==> src/rtl/shared_ram_arbiter.sv <==
// Round-robin arbiter sharing one single-port RAM between N_CORES requesters.
// Each granted transaction spends one cycle in ACCESS and one in DONE (ready pulse).
module shared_ram_arbiter #(
  parameter int unsigned N_CORES    = 4,
  parameter int unsigned WIDTH      = 12,
  parameter int unsigned DEPTH      = 256,
  parameter int unsigned ADDR_WIDTH = $clog2(DEPTH),
  parameter int unsigned ID_WIDTH   = $clog2(N_CORES)
) (
  input  logic                          clk,
  input  logic                          rstN,
  input  logic [N_CORES-1:0]            req,
  input  logic [N_CORES-1:0]            wrEnIn,
  input  logic [N_CORES*ADDR_WIDTH-1:0] addrIn,
  input  logic [N_CORES*WIDTH-1:0]      dataIn,
  output logic [N_CORES-1:0]            ready,
  output logic [WIDTH-1:0]              rdData,
  output logic                          grantValid,
  output logic [ID_WIDTH-1:0]           grantId,
  output logic                          ramWrEn,
  output logic [ADDR_WIDTH-1:0]         ramAddr,
  output logic [WIDTH-1:0]              ramDataIn,
  input  logic [WIDTH-1:0]              ramDataOut
);

  typedef enum logic [1:0] {S_IDLE, S_ACCESS, S_DONE} state_t;

  state_t              r_state;
  logic [ID_WIDTH-1:0] r_ptr;

  logic [N_CORES-1:0]  w_req_m;
  logic [ID_WIDTH-1:0] w_idx;
  logic                w_win_vld;
  logic [ID_WIDTH-1:0] w_win_id;
  logic [ID_WIDTH-1:0] w_ptr_nxt;

  // Rotating priority search from r_ptr; the core completing in DONE is masked out.
  always_comb begin
    w_req_m   = req;
    w_idx     = '0;
    w_win_vld = 1'b0;
    w_win_id  = '0;
    if (r_state == S_DONE) begin
      w_req_m[grantId] = 1'b0;
    end
    for (int unsigned k = 0; k < N_CORES; k++) begin
      w_idx = ID_WIDTH'((32'(r_ptr) + k) % N_CORES);
      if (!w_win_vld && w_req_m[w_idx]) begin
        w_win_vld = 1'b1;
        w_win_id  = w_idx;
      end
    end
    w_ptr_nxt = ID_WIDTH'((32'(w_win_id) + 32'd1) % N_CORES);
  end

  // Read data is valid from the RAM during DONE, passed straight through.
  assign rdData = ramDataOut;

  always_ff @(posedge clk or negedge rstN) begin
    if (!rstN) begin
      r_state    <= S_IDLE;
      r_ptr      <= '0;
      ready      <= '0;
      grantValid <= 1'b0;
      grantId    <= '0;
      ramWrEn    <= 1'b0;
      ramAddr    <= '0;
      ramDataIn  <= '0;
    end else begin
      ready      <= '0;
      grantValid <= 1'b0;
      ramWrEn    <= 1'b0;
      case (r_state)
        S_IDLE, S_DONE: begin
          if (w_win_vld) begin
            r_state    <= S_ACCESS;
            r_ptr      <= w_ptr_nxt;
            grantId    <= w_win_id;
            grantValid <= 1'b1;
            ramWrEn    <= wrEnIn[w_win_id];
            ramAddr    <= addrIn[32'(w_win_id)*ADDR_WIDTH +: ADDR_WIDTH];
            ramDataIn  <= dataIn[32'(w_win_id)*WIDTH +: WIDTH];
          end else begin
            r_state <= S_IDLE;
          end
        end
        S_ACCESS: begin
          r_state <= S_DONE;
          ready   <= N_CORES'(1) << grantId;
        end
        default: r_state <= S_IDLE;
      endcase
    end
  end

endmodule

==> config.mk <==
export PLATFORM = sky130hd
export DESIGN_NAME = shared_ram_arbiter
export DESIGN_NICKNAME = d
export VERILOG_FILES = /design/src/rtl/shared_ram_arbiter.sv
export SDC_FILE = /design/constraint.sdc
export NUM_CORES = 1
export LEC_CHECK = 0
export CORE_MARGIN = 1.5
export CORE_UTILIZATION = 35
export DETAILED_ROUTE_END_ITERATION = 10
export PLACE_DENSITY = 0.81
export SLEW_MARGIN = 10
export SYNTH_ARGS = -nofsm -noshare
export SYNTH_HDL_FRONTEND = slang
export SYNTH_SLANG_ARGS = --single-unit
==> constraint.sdc <==
create_clock -name clk -period 2.2 [get_ports clk]
set_input_delay 0.55 -clock clk [delete_from_list [all_inputs] [get_ports clk]]
set_output_delay 0.55 -clock clk [all_outputs]
set_load 0.01 [all_outputs]
### Yosys cells after proc, flatten, opt, wreduce, memory -nomap -nowiden

Cells that the tools add are included.

| operators by class | value |
|---|---|
| add/subtract/negate cells | 4 |
| multiply operators | 1 |
| magnitude comparators | 7 |
| equal/unequal tests | 2 |
| shifts and indexed selects | 3 |
| multiplexer cells | 28 |
| bitwise gates (word level) | 2 |
| reductions and logical operators | 10 |

Operators with widths:

| cell | count |
|---|---|
| $shiftx A48 B7 Y12 | 1 |
| $shiftx A32 B6 Y8 | 1 |
| $lt A2 B3 Y1 const B | 6 |
| $mux W1 | 15 |
| $bmux W1 S2 | 5 |
| $mux W2 | 4 |
| $mux W4 | 2 |
| $add A2 B1 Y2 const B | 2 |
| $add A2 B2 Y2 const B | 2 |
| $and A4 B4 Y4 | 1 |
| $logic_and A1 B1 Y1 | 4 |
| $mul A2 B2 Y4 const B | 1 |
| $not A4 Y4 | 1 |
| $pmux W2 S2 | 1 |
| $shl A1 B2 Y4 const A | 1 |
| $logic_not A1 Y1 | 3 |
| $demux W1 S2 | 1 |
| $eq A2 B1 Y1 const B | 1 |
| $eq A2 B2 Y1 const B | 1 |
| $ge A2 B1 Y1 const B | 1 |
| $logic_not A2 Y1 | 1 |
| $reduce_and A2 Y1 | 1 |
| $reduce_or A2 Y1 | 1 |

| storage, ports and cells | value |
|---|---|
| register bits | 32 |
| input bits | 102 |
| output and inout port bits | 40 |
| word-level logic and storage cells | 65 |

### Longest topological paths before layout

| logic depth | value |
|---|---|
| word-level depth | 23 |
| depth in mapped cells | 9 |

### Worst setup path after synthesis

OpenSTA, ideal clock, no wires.

| timing path | value |
|---|---|
| path type | register to register |
| from | register grantId[1] |
| to | register ramDataIn[0] |
| arrival | 1870 ps |
| setup slack | 192 ps |
| stages on the path, launching flop included | 10 |
| path buffers | 3 |
| period minus slack after synthesis | 2008 ps |
| cells stage by stage | dfrtp_1 buf_4 nor4b_4 nor4b_1 nand2b_1 a221o_1 buf_6 buf_6 mux2i_1 o221ai_1 |

| on the way | value |
|---|---|
| word-level cells in the longest chain between the ends | 21 |
| elaborated cells on any way between the ends | 33 |
| those cells by class | 1 x mul; 2 x order compare; 1 x shift; 19 x mux; 2 x bitwise; 8 x reduce/logical |

Ends and longest elaborated chain:

| what | line | RTL |
|---|---|---|
| start: declaration | 19 | `output logic [ID_WIDTH-1:0] grantId,` |
| start signal: assignment | 78 | `grantId <= w_win_id;` |
| $lt A2 B3 Y1 (not written as such) or $ge A2 B1 Y1 (tied branches) | 44 | `w_req_m[grantId] = 1'b0;` |
| $logic_and A1 B1 Y1 (not written as such) | 44 |  |
| $mux W1 (not written as such) | 44 |  |
| $demux W1 S2 (*) | 44 |  |
| $not A4 Y4 (no line) (*) | n/a |  |
| $and A4 B4 Y4 (no line) (*) | n/a |  |
| $mux W4 (*) | 43 | `if (r_state == S_DONE) begin` |
| $bmux W1 S2 | 48 | `if (!w_win_vld && w_req_m[w_idx]) begin` |
| (+5 left out) | n/a |  |
| $logic_not A1 Y1 | 48 |  |
| $logic_and A1 B1 Y1 | 48 |  |
| $mux W1 | 48 |  |
| $logic_not A1 Y1 | 48 |  |
| $logic_and A1 B1 Y1 | 48 |  |
| $mux W2 | 48 |  |
| $mul A2 B2 Y4 | 82 | `ramDataIn <= dataIn[32'(w_win_id)*WIDTH +: WIDTH];` |
| $shiftx A48 B7 Y12 | 82 |  |
| end signal: assignment | 82 |  |
| end: declaration | 22 | `output logic [WIDTH-1:0] ramDataIn,` |

Mark *: on every way between the ends. The rest lies on a longest branch, timed or not. The select of a mux whose other input is x is not followed.
A chain may end at the register's enable or synchronous reset.

### Final worst setup path

| timing path | value |
|---|---|
| from | input port req[3] |
| to | register r_ptr[0] |

| on the way | value |
|---|---|
| word-level cells in the longest chain between the ends | 15 |
| elaborated cells on any way between the ends | 26 |
| those cells by class | 1 x add/sub; 17 x mux; 1 x bitwise; 7 x reduce/logical |

Ends and longest elaborated chain:

| what | line | RTL |
|---|---|---|
| start: declaration | 12 | `input logic [N_CORES-1:0] req,` |
| $and A4 B4 Y4 (no line) | n/a |  |
| $mux W4 (*) | 43 |  |
| $bmux W1 S2 | 48 |  |
| $mux W1 (not written as such) | 48 |  |
| $mux W1 | 48 |  |
| $logic_not A1 Y1 | 48 |  |
| $logic_and A1 B1 Y1 | 48 |  |
| $mux W1 | 48 |  |
| $logic_not A1 Y1 | 48 |  |
| $logic_and A1 B1 Y1 | 48 |  |
| $mux W1 | 48 |  |
| $logic_not A1 Y1 | 48 |  |
| $logic_and A1 B1 Y1 | 48 |  |
| $mux W2 or $mux W1 (tied branches) | 48 |  |
| $add A2 B1 Y2 or $reduce_and A2 Y1 (tied branches) | n/a |  |
| end signal: assignment | 77 | `r_ptr <= w_ptr_nxt;` |
| end: declaration | 29 | `logic [ID_WIDTH-1:0] r_ptr;` |

Marks and branches as above.

==> summary.md <==
| Metric | Value |
|---|---|
| Clock Tree Buf Depth | `2` |
| Sequential power share | `0.261` |
| Final Hold Vio Count | `0` |
| Synth Cell Area | `2000 um2` |
| Hold Path Stages | `2` |
| Syn avg cell area | `10.6 um2` |
| Worst-path maximum fanout | `12` |
| CP max-delay cell | `clkdlybuf4s50_1` |
| Post-synthesis net count | `290` |
| CTS Buf Count | `5` |
| Layout Area Growth over Synthesis | `69.8%` |
| Via density | `5.10` |
| Netlist cell types | `36` |
| Post-place setup slack | `-0.248 ns` |
| Final cell count without fillers | `378` |
| Grt total ovfl | `0` |
| Share of cells above drive strength 1 | `0.124` |
| Post-layout util | `0.617` |
| Crit path launch | `req[3]` |
| Setup tns final | `0 ns` |
| Worst vdd ir | `0.583 mV` |
| Register area share after synthesis | `0.400` |
| Die Ht | `78.6 um` |
| Crit path kind | `in -> reg` |
| CTS tree | `yes` |
| Fin Clk Skew | `0.00679 ns` |
| Critical path startpoint category | `input pin` |
| Worst Path Buf+Inv | `2` |
| CP Cell Sequence | `clkdlybuf4s50_1 > nand2_1 > o21bai_1 > a221o_2 > buf_12 > or2_1 > o21a_1` |
| Worst EP required | `2.38 ns` |
| Sw Ratio | `0.362` |
| Placed Cells | `365` |
| Count of final setup violators | `0` |
| Clock sink total | `32` |
| Worst setup margin | `0.102 ns` |
| Gr usage total | `0.200` |
| Worst Min Path Start | `ramAddr[4]` |
| Slew @ Worst Pin | `0.432 ns` |
| R2r setup slk | `0.11 ns` |
| Post-synth EDFFs | `0` |
| Antenna-violating nets left | `0` |
| 1st-iter DRT viols | `54` |
| Final #Nets | `407` |
| Routed WL | `5990 um` |
| Internal Pwr Total | `2.62 mW` |
| Initial Utilization | `0.363` |
| Slew headroom | `0.712` |
| Initial antenna violation count | `0` |
| Final Max Slew Viols | `0` |
| WL/cell | `15.8 um` |
| Die width | `78.6 um` |
| Met3 Usage GRT | `0.0640` |
| Vias in the first global route | `2033` |
| Cells after Synth | `188` |
| Leak | `1.49 nW` |
| Critical Path End Type | `flip-flop` |
| Clk_lat worst skew | `0.29 ns` |
| Hold endpoint | `ramAddr[4]` |
| Main synth FF type | `dfrtp_1` |
| Achievable Freq | `0.477 GHz` |
| Port bufs | `117` |
| DR pass1 iterations | `4` |
| DP Wirelength | `4510 um` |
| Synthesis Warnings | `0` |
| FF-to-FF End | `r_ptr[0]` |
| Status | `finished, final reports clean` |
| IO Pins | `142` |
| Hold Crit Class | `reg -> reg` |
| Detailed-route DRC error count | `0` |
| Ant diodes | `0` |
| Die Area | `6180 um2` |
| Grt met2 use | `0.366` |
| Combinational share of power | `0.585` |
| Worst R2R Start | `grantId[1]` |
| Vias | `1926` |
| WP data arrival | `2.28 ns` |
| Minimum clock period | `2.10 ns` |
| Max-cap violation count | `0` |
| PwrDens | `1210 nW/um2` |
| Routability congestion estimate | `0.918` |
| Synthesized flop and latch total | `32` |
| Crit. path cell count | `7` |
| Worst path top cell family by delay | `compound AO/OA/AOI/OAI gates` |
| First-pass GRT wire length | `9490 um` |
| Post-synth ARST share | `1.00` |
| Core Box Area | `5510 um2` |
| H-tree levels | `2` |
| Clock power share | `0.154` |
| Reg2Reg Depth | `7` |
| Clk Tree Root Cell | `clkbuf_8` |
| Tcrit/Tclk final | `0.953` |
| CP peak stage delay | `0.46 ns` |
| Grt met1 use | `0.206` |
| Unrepaired setup endpoints after global routing | `false` |
| Reg clk slew, reported paths | `0.07 ns` |
| Largest net degree at the start of global routing | `33` |
| P_sw | `1.49 mW` |
| # rows | `27` |
| Layer with the highest usage | `met2` |
==> cell families after synthesis <==
| family | synth area share |
|---|---|
| buffers and inverters | 0.113 |
| DFF | 0.400 |
| AOI/OAI and AO/OA | 0.132 |
| muxes | 0.210 |
| and+or+nand+nor | 0.145 |
==> what timing repair did <==
action,4_1_cts,5_1_grt
resized for setup,0,5
setup buffers,0,5
hold endpoints to repair,0,0
endpoints found under the setup margin,0,22
hold buffers,0,0
==> synth_stat cells (2+ instances only) <==
cell type | instances | area share
mux2i_1 | 42 | 0.21
dfrtp_1 | 32 | 0.40
nand2_1 | 30 | 0.056
o221ai_1 | 20 | 0.088
buf_4 | 13 | 0.049
buf_6 | 8 | 0.045
buf_2 | 3 | 0.0075
nand2b_1 | 3 | 0.0094
and2_1 | 2 | 0.0063
clkbuf_1 | 2 | 0.0038
inv_1 | 2 | 0.0038
inv_2 | 2 | 0.0038
nand4b_1 | 2 | 0.0088
nor2_1 | 2 | 0.0038
nor3b_1 | 2 | 0.0075
o21ai_0 | 2 | 0.0050
o22ai_1 | 2 | 0.0063
==> power by group through the flow <==
stage	combinational (mW)	clock, mW	sequential (mW)
after floorplan	1.27	0	1.15
after global placement	2.28	0	1.06
after detailed placement	2.33	0	1.07
after CTS	2.34	0.644	1.07
after global routing	2.57	0.672	1.11
final	2.40	0.631	1.07
==> sequential cells by signal, indices dropped and copies added (netlist names) <==
| signal | cells |
|---|---|
| r_state | 2 |
| grantValid | 1 |
| grantId | 2 |
| ready | 4 |
| r_ptr | 2 |
| ramDataIn | 12 |
| ramAddr | 8 |
| ramWrEn | 1 |
==> final cells by class <==
class / count / area, um2
fill: 470 / 2110
tap: 72 / 90.1
inverter: 4 / 15.0
multi-input combinational: 126 / 998
timing repair buffer: 136 / 1360
sequential: 32 / 803
clock inverter: 1 / 30.0
clock buffer: 7 / 96.3
==> how the worst max path moves through the flow <==
stage	endpoint	slack, ns
after floorplan	ramDataIn[0]	0.19
after global placement	r_ptr[0]	-0.18
after detailed placement	ramDataIn[6]	-0.25
after CTS	ramDataIn[6]	0.03
after global routing	ramDataIn[10]	0.01
final	r_ptr[0]	0.10
==> worst register-to-register path, delay by kind of cell, from the launching register on <==
family / cells / cell delay [ns]
buffers and inverters: 2 / 0.35
DFF: 1 / 0.44
and+or+nand+nor: 3 / 0.64
AOI/OAI and AO/OA: 2 / 0.55
==> through the flow <==
stage | power, mW | hold slack [ns] | cell area, um2
2_1_floorplan | 2.41 | 0.254 | 2000
3_3_place_gp | 3.34 | 0.470 | 3210
3_5_place_dp | 3.41 | 0.477 | 3210
4_1_cts | 4.05 | 0.493 | 3340
5_1_grt | 4.35 | 0.505 | 3400
6_report | 4.11 | 0.490 | 3400
==> cells in the final DEF, fill, tap and decap left out, types with 3 or more instances in the layout <==
cell type / netlist / final
clkdlybuf4s50_1: 0 / 117
buf_4: 13 / 15
nand2b_1: 3 / 3
buf_12: 0 / 4
clkbuf_8: 0 / 7
mux2i_1: 42 / 41
o221ai_1: 20 / 20
nand2_1: 30 / 30
dfrtp_1: 32 / 30
==> layer usage <==
| metal | share of wire | wire (um) |
|---|---|---|
| met1 | 0.38 | 2280 |
| met2 | 0.55 | 3310 |
| met3 | 0.050 | 298 |
| met4 | 0.017 | 101 |
| met5 | 0 | 0 |
(Power assumes the default switching activity.)
